**src/rtl/alu_seq_pkg.sv**
```systemverilog
// Shared encodings for the sequential ALU: opcodes, FSM states and flag bit positions.
package alu_seq_pkg;

  typedef enum logic [2:0] {
    OP_ADD = 3'd0,
    OP_SUB = 3'd1,
    OP_AND = 3'd2,
    OP_OR  = 3'd3,
    OP_XOR = 3'd4,
    OP_SHL = 3'd5,
    OP_SHR = 3'd6,
    OP_MUL = 3'd7
  } op_e;

  typedef enum logic [1:0] {
    ST_IDLE = 2'd0,
    ST_EXEC = 2'd1,
    ST_MUL  = 2'd2,
    ST_DONE = 2'd3
  } state_e;

  localparam int FLAG_CARRY = 0;
  localparam int FLAG_ZERO  = 1;
  localparam int FLAG_OVF   = 2;
  localparam int FLAG_NEG   = 3;
  localparam int FLAG_N     = 4;

  function automatic logic [FLAG_N-1:0] pack_flags(input logic c, input logic z,
                                                   input logic o, input logic n);
    logic [FLAG_N-1:0] f;
    f = 4'b0000;
    f[FLAG_CARRY] = c;
    f[FLAG_ZERO]  = z;
    f[FLAG_OVF]   = o;
    f[FLAG_NEG]   = n;
    return f;
  endfunction

endpackage

```
**src/rtl/alu_seq_mul.sv**
```systemverilog
// Iterative shift-add unsigned multiplier: one partial-product step per clock,
// CYCLES steps per product, done pulses for one cycle with the final product.
module alu_seq_mul #(
  parameter int WIDTH  = 8,
  parameter int CYCLES = WIDTH
) (
  input  logic               clk,
  input  logic               en,
  input  logic               start,
  input  logic [WIDTH-1:0]   a,
  input  logic [WIDTH-1:0]   b,
  output logic               busy,
  output logic               done,
  output logic [2*WIDTH-1:0] product
);

  localparam int CW = $clog2(CYCLES + 1);

  logic [2*WIDTH-1:0] mcand;
  logic [WIDTH-1:0]   mplier;
  logic [CW-1:0]      cnt;

  // Load on start, then add the shifted multiplicand for each set multiplier bit.
  always_ff @(posedge clk or negedge en) begin
    if (!en) begin
      mcand   <= {(2*WIDTH){1'b0}};
      mplier  <= {WIDTH{1'b0}};
      cnt     <= {CW{1'b0}};
      product <= {(2*WIDTH){1'b0}};
      busy    <= 1'b0;
      done    <= 1'b0;
    end else begin
      done <= 1'b0;
      if (start) begin
        mcand   <= {{WIDTH{1'b0}}, a};
        mplier  <= b;
        cnt     <= CW'(CYCLES);
        product <= {(2*WIDTH){1'b0}};
        busy    <= 1'b1;
      end else if (busy) begin
        if (mplier[0]) begin
          product <= product + mcand;
        end
        mcand  <= mcand << 1;
        mplier <= mplier >> 1;
        cnt    <= cnt - CW'(1);
        if (cnt == CW'(1)) begin
          busy <= 1'b0;
          done <= 1'b1;
        end
      end
    end
  end

endmodule

```
**src/rtl/alu_seq.sv**
```systemverilog
// Handshaked sequential ALU with an iterative multiplier.
// Optional accumulator operand: define ALU_SEQ_ACC_EN.
module alu_seq #(
  parameter int WIDTH = 8
) (
  input  logic               clk,
  input  logic               en,
  input  logic [WIDTH-1:0]   a,
  input  logic [WIDTH-1:0]   b,
  input  logic [2:0]         s,
  input  logic               in_valid,
  output logic               in_ready,
  output logic [2*WIDTH-1:0] y,
  output logic               out_valid,
  input  logic               out_ready,
  output logic               carry,
  output logic               zero,
  output logic               ovf,
  output logic               neg,
  input  logic               acc_sel
);
  import alu_seq_pkg::*;

  localparam int MUL_EN_CYCLES = WIDTH;
  localparam int SHAMT_W       = $clog2(WIDTH);

  state_e             state;
  op_e                op_q;
  logic [WIDTH-1:0]   a_q;
  logic [WIDTH-1:0]   b_q;
  logic [FLAG_N-1:0]  flags;
  logic [WIDTH-1:0]   a_eff;
  logic               accept;
  logic               mul_start;
  logic               mul_busy;
  logic               mul_done;
  logic [2*WIDTH-1:0] mul_prod;
  logic [FLAG_N-1:0]  mul_flags;

  logic [WIDTH:0]       sum;
  logic [WIDTH:0]       diff;
  logic [WIDTH:0]       shl_ext;
  logic [WIDTH:0]       shr_ext;
  logic [SHAMT_W-1:0]   amt;
  logic [2*WIDTH-1:0]   alu_y;
  logic                 alu_c;
  logic                 alu_o;
  logic [FLAG_N-1:0]    alu_flags;

  assign accept    = in_valid && in_ready;
  assign mul_start = accept && (s == OP_MUL);

`ifdef ALU_SEQ_ACC_EN
  logic [WIDTH-1:0] acc;

  // Accumulator follows the low half of every result the consumer takes.
  always_ff @(posedge clk or negedge en) begin
    if (!en) begin
      acc <= {WIDTH{1'b0}};
    end else if (out_valid && out_ready) begin
      acc <= y[WIDTH-1:0];
    end
  end

  assign a_eff = acc_sel ? acc : a;
`else
  logic unused_acc_sel;
  assign unused_acc_sel = acc_sel;
  assign a_eff          = a;
`endif

  // The multiplier takes operands straight from the ports on the accept edge.
  alu_seq_mul #(
    .WIDTH  (WIDTH),
    .CYCLES (MUL_EN_CYCLES)
  ) u_mul (
    .clk     (clk),
    .en      (en),
    .start   (mul_start),
    .a       (a_eff),
    .b       (b),
    .busy    (mul_busy),
    .done    (mul_done),
    .product (mul_prod)
  );

  assign mul_flags = pack_flags(1'b0, mul_prod == {(2*WIDTH){1'b0}},
                                |mul_prod[2*WIDTH-1:WIDTH], mul_prod[2*WIDTH-1]);

  // Single-cycle datapath for ops 0-6 on the captured operands.
  always_comb begin
    sum     = {1'b0, a_q} + {1'b0, b_q};
    diff    = {1'b0, a_q} - {1'b0, b_q};
    amt     = b_q[SHAMT_W-1:0];
    shl_ext = {1'b0, a_q} << amt;
    shr_ext = {a_q, 1'b0} >> amt;
    alu_y   = {(2*WIDTH){1'b0}};
    alu_c   = 1'b0;
    alu_o   = 1'b0;
    case (op_q)
      OP_ADD: begin
        alu_y = {{(WIDTH-1){1'b0}}, sum};
        alu_c = sum[WIDTH];
        alu_o = (a_q[WIDTH-1] == b_q[WIDTH-1]) && (sum[WIDTH-1] != a_q[WIDTH-1]);
      end
      OP_SUB: begin
        alu_y = {{(WIDTH-1){1'b0}}, diff};
        alu_c = diff[WIDTH];
        alu_o = (a_q[WIDTH-1] != b_q[WIDTH-1]) && (diff[WIDTH-1] != a_q[WIDTH-1]);
      end
      OP_AND: alu_y = {{WIDTH{1'b0}}, a_q & b_q};
      OP_OR:  alu_y = {{WIDTH{1'b0}}, a_q | b_q};
      OP_XOR: alu_y = {{WIDTH{1'b0}}, a_q ^ b_q};
      OP_SHL: begin
        alu_y = {{WIDTH{1'b0}}, shl_ext[WIDTH-1:0]};
        alu_c = shl_ext[WIDTH];
      end
      OP_SHR: begin
        alu_y = {{WIDTH{1'b0}}, shr_ext[WIDTH:1]};
        alu_c = shr_ext[0];
      end
      default: begin
        alu_y = {(2*WIDTH){1'b0}};
        alu_c = 1'b0;
        alu_o = 1'b0;
      end
    endcase
    alu_flags = pack_flags(alu_c, alu_y == {(2*WIDTH){1'b0}}, alu_o, alu_y[WIDTH-1]);
  end

  // Control FSM; in_ready, out_valid, y and flags are all registered here.
  always_ff @(posedge clk or negedge en) begin
    if (!en) begin
      state     <= ST_IDLE;
      op_q      <= OP_ADD;
      a_q       <= {WIDTH{1'b0}};
      b_q       <= {WIDTH{1'b0}};
      y         <= {(2*WIDTH){1'b0}};
      flags     <= {FLAG_N{1'b0}};
      out_valid <= 1'b0;
      in_ready  <= 1'b0;
    end else begin
      case (state)
        ST_IDLE: begin
          if (accept) begin
            a_q      <= a_eff;
            b_q      <= b;
            op_q     <= op_e'(s);
            in_ready <= 1'b0;
            state    <= (s == OP_MUL) ? ST_MUL : ST_EXEC;
          end else begin
            in_ready <= 1'b1;
          end
        end
        ST_EXEC: begin
          y         <= alu_y;
          flags     <= alu_flags;
          out_valid <= 1'b1;
          state     <= ST_DONE;
        end
        ST_MUL: begin
          if (mul_done) begin
            y         <= mul_prod;
            flags     <= mul_flags;
            out_valid <= 1'b1;
            state     <= ST_DONE;
          end else if (!mul_busy) begin
            // Multiplier lost its job without finishing: recover to idle.
            in_ready <= 1'b1;
            state    <= ST_IDLE;
          end
        end
        ST_DONE: begin
          if (out_ready) begin
            out_valid <= 1'b0;
            in_ready  <= 1'b1;
            state     <= ST_IDLE;
          end
        end
        default: begin
          out_valid <= 1'b0;
          in_ready  <= 1'b0;
          state     <= ST_IDLE;
        end
      endcase
    end
  end

  assign carry = flags[FLAG_CARRY];
  assign zero  = flags[FLAG_ZERO];
  assign ovf   = flags[FLAG_OVF];
  assign neg   = flags[FLAG_NEG];

endmodule

```
**config.mk**
```make
export PLATFORM = sky130hd
export DESIGN_NAME = alu_seq
export DESIGN_NICKNAME = d
export VERILOG_FILES = /design/src/rtl/alu_seq_pkg.sv /design/src/rtl/alu_seq_mul.sv /design/src/rtl/alu_seq.sv
export SDC_FILE = /design/constraint.sdc
export NUM_CORES = 1
export LEC_CHECK = 0
export CAP_MARGIN = 20
export CORE_MARGIN = 2
export CORE_UTILIZATION = 65
export DETAILED_ROUTE_END_ITERATION = 7
export GPL_TIMING_DRIVEN = 0
export PLACE_DENSITY = 0.87
export SYNTH_ARGS = -nofsm -noshare
export SYNTH_HDL_FRONTEND = slang
export SYNTH_SLANG_ARGS = --single-unit
```
**constraint.sdc**
```tcl
create_clock -name clk -period 6.2 [get_ports clk]
set_clock_uncertainty 0.2 [all_clocks]
set_input_delay 0.93 -clock clk [delete_from_list [all_inputs] [get_ports clk]]
set_output_delay 0.93 -clock clk [all_outputs]
set_load 0.05 [all_outputs]
```
After elaboration in Yosys (flattened, before gate mapping):

Cells that the tools add are included.
W data, S select, Z words.

* register bits after elaboration: 89
* word-level logic and storage cells: 100
* output and inout bits: 22

* add/subtract/negate cells: 4
* shift-type cells: 2
* muxes and demuxes: 36
* bitwise operators: 3
* eq/ne operators: 21
* reduce and logical (&&, ||, !) cells: 20

Operators with widths (count)
* $mux W16: 6
* $pmux W9 S7: 1
* $logic_not A16 Y1: 2
* $pmux W16 S2: 1
* $add A16 B16 Y16: 1
* $mux W8: 2
* $eq A3 B3 Y1 const B: 4
* $mux W1: 12
* $mux W4: 3
* $mux W2: 5
* $add A8 B8 Y9: 1
* $shl A8 B3 Y9: 1
* $shr A9 B3 Y9: 1
* $sub A8 B8 Y9: 1
* $and A8 B8 Y8: 1
* $ne A2 B2 Y1 const B: 4
* $or A8 B8 Y8: 1
* $pmux W2 S4: 1
* $pmux W4 S2: 1
* $reduce_or A8 Y1: 1
* $xor A8 B8 Y8: 1
* $eq A3 B2 Y1 const B: 2
* $pmux W1 S3: 2
* $reduce_and A2 Y1: 3
* other kinds (18): 28

Logic depth before layout (Yosys ltp):

Gate-level depths: netlist (run 1).

* depth in word-level cells: 5
* mapped depth: 12
* gate-level depth less buffers: 12

Hierarchy:

Synthesis (run 1) repeated with hierarchy kept, for this count alone.

* cells, all modules: 707
* area total of the unflattened synthesis: 6369.9 um2

By module, submodules not included
* alu_seq: cells an instance 425, sequential area each 1076.0 um2, area each 3653.5 um2, times used 1
* alu_seq_mul: cells an instance 282, sequential area each 1151.1 um2, area each 2716.4 um2, times used 1

Worst setup path after synthesis (run 1):

OpenSTA, ideal clock, no wires.

* path type: register to register
* from: register b_q[1]
* to: register flags[3]
* slack: 3.512 ns
* stages on the path, launching flop included: 12
* path buffers: 2
* arrival: 2.367 ns
* library setup time: 0.121 ns
* path through: dfrtp_1 -> buf_2 -> inv_1 -> buf_4 -> ha_1 -> a21o_1 -> a221oi_2 -> a211oi_1 -> or3_1 -> a31oi_1 -> nand2_1 -> a22o_1

* longest elaborated chain between the ends: 3

Ends and longest elaborated chain
* start: declaration: line alu_seq.sv:30 `logic [WIDTH-1:0] b_q;`
* start signal: assignment: line alu_seq.sv:137 `b_q <= {WIDTH{1'b0}};`
* $sub A8 B8 Y9 (tied with other cells): line alu_seq.sv:93 `diff = {1'b0, a_q} - {1'b0, b_q};`
* $pmux W9 S7 (*): line alu_seq.sv:100 `case (op_q)`
* $pmux W4 S2 (*): line alu_seq.sv:143 `case (state)`
* end signal: assignment: line alu_seq.sv:139 `flags <= {FLAG_N{1'b0}};`
* end signal: assignment: line alu_seq.sv:157 `flags <= alu_flags;`
* end signal: assignment: line alu_seq.sv:164 `flags <= mul_flags;`
* end: declaration: line alu_seq.sv:31 `logic [FLAG_N-1:0] flags;`

Every way passes the cells marked *; elsewhere a longest branch is shown, timed or not.
A chain may end at the register's enable or synchronous reset.

Worst setup path after layout (run 1):

* from: register b_q[2]
* to: register flags[3]

Same word-level chain as after synthesis.

==> qor.yml, run 1 <==
global_routing:
  antenna_found_initial: 0
  grt_pass1_vias: 5595
  grt_pass1_wl_um: 29100
  grt.overflow.total: 0
  grt_max_degree: 62
  gr-usage-all-layers_pct: 36.3
floorplan:
  io_pins: 46
  die_h_um: 103
  num_rows: 36
  die_area_um2: 10600
  fp.coreArea_um2: 9640
  die-width_um: 103
  start_util_pct: 65.8
detailed_routing:
  drc: 0
  vias: 6084
  via_per_inst: 6.49
  wl_per_cell_um: 19.8
  ant_nets: 0
  first_pass_iters: 8
  routed_wl_um: 18500
  drt_iter0_markers: 522
place:
  placed_area_um2: 6980
  place.gp.congestion: 0.971
  dp_cells: 922
  hpwlAfterDp_um: 14100
  port_buffers: 44
worst_setup_path:
  worst_ep_arrival_time_ns: 3.54
  rr_startpoint: "b_q[2]$_DFFE_PN0P_"
  r2r_slack_ns: 2.72
  required_ns: 6.26
  r2r_cells: 10
  start_kind: "flop"
  r2r_end: "flags[3]$_DFFE_PN0P_"
  path_class: "flop to flop"
  cp_max_fo: 10
  end_kind: "flop"
power_and_ir_drop:
  p_switching_uw: 2160
  switching_share_pct: 50.6
  power_leakage_uw: 0.00319
  powerDensity_nw_per_um2: 594
  clock_power_share_pct: 10.7
  peakVddDrop_uv: 327
  seq_power_share_pct: 25.4
  intPower_uw: 2110
  pwr-share-comb_pct: 63.9
cells_and_area:
  stdcell_count: 938
  fin_area_um2: 7190
  antenna_cells: 0
  nets: 869
  area_growth_pct: 13.4
  layout-drive-gt1-share_pct: 7.20
  fin_util_pct: 74.6
clock_network:
  cts_setup_buffers: 0
  clock-sinks: 89
  clockBufferDepth: 2
  cts_root_buffer: "clkbuf_8"
  cts_resized: 0
  cts_hold_repair.buffers: 0
  clk_latency_ns: 0.38
  cts_tree: "done"
  clkSlewWorstSetupHoldPaths_ns: 0.11
  h-tree-depth: 3
  cts_made_buffers: 9
synth:
  synth_enable_flop_cells: 0
  syn_area_per_cell_um2: 8.53
  synthesis.area_um2: 6340
  synth-main-ff-cell: "dfrtp_1"
  synth_cell_types: 72
  async_flop_share_pct: 100
  synth_top_area_share_pct: 35.1
  synthCells: 744
  synth_area_leaders: "dfrtp_1 (35%), ha_1 (8.3%), nand2_1 (6.2%)"
  synth_seq_area_share_pct: 35.1
  yosysTopAreaCell: "dfrtp_1"
  ys_seq_elements: 89
  syn_nets: 813
  yosysWarnings: 0
sta:
  grt_setup_unrepaired: "false"
  fmaxAchievable_mhz: 288
  worst_pin_slew_ns: 0.729
  post-route-min-period_ns: 3.48
  setup_violations: 0
  slew_headroom_pct: 51.4
  hold_violations: 0
  period_share_pct: 56.1
  setup_tns_ns: 0
  holdWs_ns: 0.277
  slew_viol_final: 0
flow_run:
  maxCapViolCount: 0
worst_hold_path:
  holdCritPathClass: "input pin to async pin"
outcome:
  status: "complete, no violations"
## layout make-up
cell class / count / area (um^2)
Buffer: 45 / 282
Clock buffer: 10 / 128
Clock inverter: 6 / 90.1
Fill cell: 721 / 2450
Inverter: 38 / 143
Multi-Input combinational cell: 572 / 3690
Sequential cell: 89 / 2230
Tap cell: 133 / 166
Timing Repair Buffer: 45 / 465
## metrics by stage
stage	worst slack, ns	power, uW
finish	2.72	4270
global route	2.57	4540
floorplan	3.51	2980
detailed placement	2.63	3730
global placement	0.892	3650
CTS	2.85	4190
## cell usage in the layout, fill, tap and decap left out, types with 15 or more instances in the layout
cell	netlist	routed
nand2_1	104	104
a21oi_1	60	60
nand3_1	15	15
nor3_1	18	18
clkbuf_8	7	16
o21ai_0	71	71
ha_1	42	42
clkdlybuf4s50_1	0	43
clkbuf_1	26	27
nand2b_1	15	15
mux2i_1	35	35
dfrtp_1	89	89
inv_1	36	36
nor2_1	55	55
## worst max path at each step
| stage | startpoint | endpoint | slack, ns | cells past startpoint |
|---|---|---|---|---|
| finish | b_q[2]$_DFFE_PN0P_ | flags[3]$_DFFE_PN0P_ | 2.72 | 10 |
| global route | u_mul.product[0]$_DFFE_PN0P_ | u_mul.product[12]$_DFFE_PN0P_ | 2.57 | 11 |
| CTS | b_q[2]$_DFFE_PN0P_ | y[7]$_DFFE_PN0P_ | 2.85 | 11 |
| detailed placement | s[1] | u_mul.done$_DFF_PN0_ | 2.63 | 6 |
| global placement | en | y[15]$_DFFE_PN0P_ | 0.89 | 1 |
| floorplan | b_q[1]$_DFFE_PN0P_ | flags[3]$_DFFE_PN0P_ | 3.51 | 11 |
## logic make-up (layout without fill, tap and decap cells)
logic type / Yosys count / count (layout) / synth area share, %
multiplexers: 40 / 40 / 6.59
AND/OR/NAND/NOR: 253 / 253 / 18.7
AO/OA/AOI/OAI: 220 / 220 / 21.7
flip-flops: 89 / 89 / 35.1
adder cells (fa/ha/maj): 45 / 45 / 9.23
buffers and inverters: 83 / 144 / 6.69
XOR/XNOR: 14 / 14 / 1.93
## power groups by stage
| stage | sequential [uW] | combinational [uW] | clock (uW) |
|---|---|---|---|
| 4_1_cts | 1070 | 2660 | 457 |
| 3_5_place_dp | 1080 | 2650 | 0 |
| 2_1_floorplan | 1160 | 1820 | 0 |
| 6_report | 1080 | 2730 | 456 |
| 3_3_place_gp | 1070 | 2580 | 0 |
| 5_1_grt | 1110 | 2950 | 480 |
## sequential cells by signal, indices dropped and copies added, names as in the netlist
register and count:
a_q 8, b_q 8, flags 4, in_ready 1, op_q 3, out_valid 1
state 2, u_mul.busy 1, u_mul.cnt 4, u_mul.done 1, u_mul.mcand 16, u_mul.mplier 8
u_mul.product 16, y 16
## critical path, stage by stage, from the launching register on
cell,delay [ns]
dfrtp_1,0.36
buf_2,0.23
inv_1,0.18
ha_1,0.42
and3_2,0.26
a221oi_2,0.41
a211oi_1,0.18
or3_1,0.34
a31oi_1,0.42
nand2_1,0.15
a22o_1,0.20
## layer usage
metal | wire [um] | GRT usage, %
met5 | 0 | 0
met4 | 546 | 13.9
met3 | 1820 | 6.51
met2 | 8250 | 55.0
met1 | 7910 | 52.3
## Yosys cell counts, types with 8 or more instances
| master | n |
|---|---|
| nand2_1 | 104 |
| dfrtp_1 | 89 |
| o21ai_0 | 71 |
| a21oi_1 | 60 |
| nor2_1 | 55 |
| ha_1 | 42 |
| inv_1 | 36 |
| mux2i_1 | 35 |
| clkbuf_1 | 26 |
| nor3_1 | 18 |
| nand2b_1 | 15 |
| nand3_1 | 15 |
| a211oi_1 | 13 |
| a31oi_1 | 13 |
| a22o_1 | 10 |
| xnor2_1 | 10 |
| nor2b_1 | 8 |
Note: power is estimated with default switching activity, not from simulation.
==> run 2: changes to the inputs <==
- CORE_UTILIZATION: 65 -> 60
- PLACE_DENSITY: 0.87 -> 0.81
- clock period: 6.2 -> 3.62 ns (I/O delays scaled with it)
==> run 2 against run 1 <==
Against the previous run:
- global-route usage is 2.5 points lower
- critical path depth is 1 higher
- worst setup slack worse by 2.4 ns
- via count is 2.2% lower
- final cell count is 0.43% higher
==> qor.yml, run 2 (same netlist as run 1, synthesis figures left out) <==
global_routing:
  gr-usage-all-layers_pct: 33.8  # -2.5 points
  antenna_found_initial: 0  # unchanged
  grt_max_degree: 66  # +6.5%
  grt_use_met2_pct: 48.2  # -6.7 points
  grt-busiest-layer: "met1"
  grt_use_met3_pct: 6.75  # +0.24 points
  grt_pass1_vias: 5635  # +0.71%
  grt_pass1_wl_um: 29800  # +2.2%
  grt_util_met1_pct: 49.9  # -2.4 points
  grt.overflow.total: 0  # unchanged
floorplan:
  start_util_pct: 61.7  # -4.1 points
  die_h_um: 107  # +3.9%
  die-width_um: 107  # +3.9%
  io_pins: 46  # unchanged
  num_rows: 37  # +2.8%
  fp.coreArea_um2: 10300  # +6.6%
  die_area_um2: 11400  # +8.0%
worst_hold_path:
  min_from: "flags[2]$_DFFE_PN0P_"
  hold_end: "flags[2]$_DFFE_PN0P_"
  holdCritPathClass: "flop to flop"
  hold_depth: 1
worst_setup_path:
  required_ns: 3.71  # -2.55 ns
  worst_ep_arrival_time_ns: 3.37  # -0.17 ns
  end_kind: "flop"
  r2r_slack_ns: 0.34  # -2.39 ns
  cp_max_fo: 4  # -6
  r2r_end: "u_mul.product[12]$_DFFE_PN0P_"
  path_class: "flop to flop"
  r2r_cells: 11  # +1
  rr_startpoint: "u_mul.product[0]$_DFFE_PN0P_"
  start_kind: "flop"
flow_run:
  maxCapViolCount: 0  # unchanged
cells_and_area:
  layout-drive-gt1-share_pct: 7.32  # +0.12 points
  final_common_cell: "nand2_1"
  area_growth_pct: 13.5
  final_cell_mix: "nand2_1 (104), dfrtp_1 (89), o21ai_0 (71)"
  nets: 870  # +0.12%
  antenna_cells: 0  # unchanged
  largestRegisters: "u_mul.mcand (16), u_mul.product (16), y (16)"
power_and_ir_drop:
  peakVddDrop_uv: 571  # +74%
  clock_power_share_pct: 10.2  # -0.5 points
  intPower_uw: 3590  # +70%
  powerDensity_nw_per_um2: 1010  # +70%
  p_switching_uw: 3680  # +70%
  finalPower_uw: 7270  # +70%
  power_leakage_uw: 0.00320  # about the same
  seq_power_share_pct: 25.4  # about the same
  pwr-share-comb_pct: 64.4  # +0.5 points
  switching_share_pct: 50.6  # about the same
clock_network:
  cts_root_buffer: "clkbuf_8"
  clk_latency_ns: 0.38  # about the same
  cts_tree: "done"
  cts_made_buffers: 9  # unchanged
  clkSlewWorstSetupHoldPaths_ns: 0.09  # -0.02 ns
  clock-sinks: 89  # unchanged
  h-tree-depth: 3  # unchanged
  cts_resized: 0  # unchanged
  clockBufferDepth: 2  # unchanged
detailed_routing:
  via_per_inst: 6.32  # -2.6%
  ant_nets: 0  # unchanged
  drt_iter0_markers: 606  # +16%
  routed_wl_um: 18300  # -1.0%
  wl_per_cell_um: 19.5  # -1.5%
  first_pass_iters: 5  # -3
  drc: 0  # unchanged
  vias: 5952  # -2.2%
place:
  hpwlAfterDp_um: 14100  # +0.18%
  port_buffers: 44  # unchanged
  place.gp.congestion: 1.02  # +5.0%
sta:
  worst_pin_slew_ns: 0.760  # +0.0313 ns
  slew_viol_final: 0  # unchanged
  setup_violations: 0  # unchanged
  grt_setup_unrepaired: "false"
  slew_headroom_pct: 49.3  # -2.1 points
  post-route-min-period_ns: 3.28  # -0.194 ns
  hold_violations: 0  # unchanged
  holdWs_ns: 0.318  # +0.0410 ns
  fmaxAchievable_mhz: 305  # +5.9%
  period_share_pct: 90.7  # +35 points
outcome:
  status: "complete, no violations"
## run 2: final cells by class
| cell class | instances | area [um^2] |
|---|---|---|
| multi-input combinational | 572 | 3690 |
| fill | 837 | 3080 |
| sequential | 89 | 2230 |
| timing repair buffer | 46 | 475 |
| buffer | 45 | 282 |
| tap | 136 | 170 |
| clock buffer | 11 | 151 |
| inverter | 38 | 143 |
| clock inverter | 5 | 61.3 |
## run 2: worst max-delay path, cell delays in order, from the launching register on
cell      delay [ns]
dfrtp_1         0.46
ha_1            0.23
inv_1           0.06
fa_1            0.37
and2b_1         0.22
o21ai_0         0.11
a21boi_0        0.38
o221ai_1        0.23
a311oi_1        0.44
a21oi_1         0.15
nor3b_1         0.16
nor3_1          0.18
## run 2: how the worst max path moves through the flow
stage | from | endpoint | slack [ns] | depth (start not counted)
2_1_floorplan | b_q[1]$_DFFE_PN0P_ | flags[3]$_DFFE_PN0P_ | 0.93 | 11
3_3_place_gp | en | state[1]$_DFFE_PN0P_ | -1.35 | 1
3_5_place_dp | s[1] | u_mul.done$_DFF_PN0_ | 0.31 | 6
4_1_cts | b_q[2]$_DFFE_PN0P_ | y[7]$_DFFE_PN0P_ | 0.40 | 11
5_1_grt | b_q[2]$_DFFE_PN0P_ | y[7]$_DFFE_PN0P_ | 0.11 | 11
6_report | u_mul.product[0]$_DFFE_PN0P_ | u_mul.product[12]$_DFFE_PN0P_ | 0.34 | 11
## run 2: power groups by stage
stage	Clock (uW)	Combinational [uW]	Sequential [uW]
after detailed placement	0	4550	1850
after global placement	0	4450	1830
after CTS	753	4570	1830
after global routing	798	5110	1900
final	740	4680	1850
after floorplan	0	3120	1980
## run 2: metrics by stage
| step | std cells | utilization [%] | setup slack [ns] | setup TNS (ns) | instance area, um^2 |
|---|---|---|---|---|---|
| after global routing | 942 | 70.1 | 0.111 | 0 | 7200 |
| after CTS | 942 | 70.1 | 0.397 | 0 | 7200 |
| final | 942 | 70.1 | 0.338 | 0 | 7200 |
| after floorplan | 744 | - | 0.932 | 0 | 6340 |
| after detailed placement | 925 | 67.9 | 0.306 | 0 | 6980 |
| after global placement | 924 | 67.7 | -1.35 | -119.13 | 6950 |
## run 2: repair_timing
| action | CTS | global route |
|---|---|---|
| endpoints found under the hold margin | 24 | 0 |
| hold buffers | 1 | 0 |
| setup buffers | 0 | 0 |
## run 2: per-layer routing
metal / share of wire [%] / vias to the layer above / routed length [um]
met2: 43 / 280 / 7930
met4: 3.0 / 0 / 546
met3: 8.7 / 42 / 1600
met5: 0 / - / 0
li1: - / 2750 / -
met1: 45 / 2880 / 8250
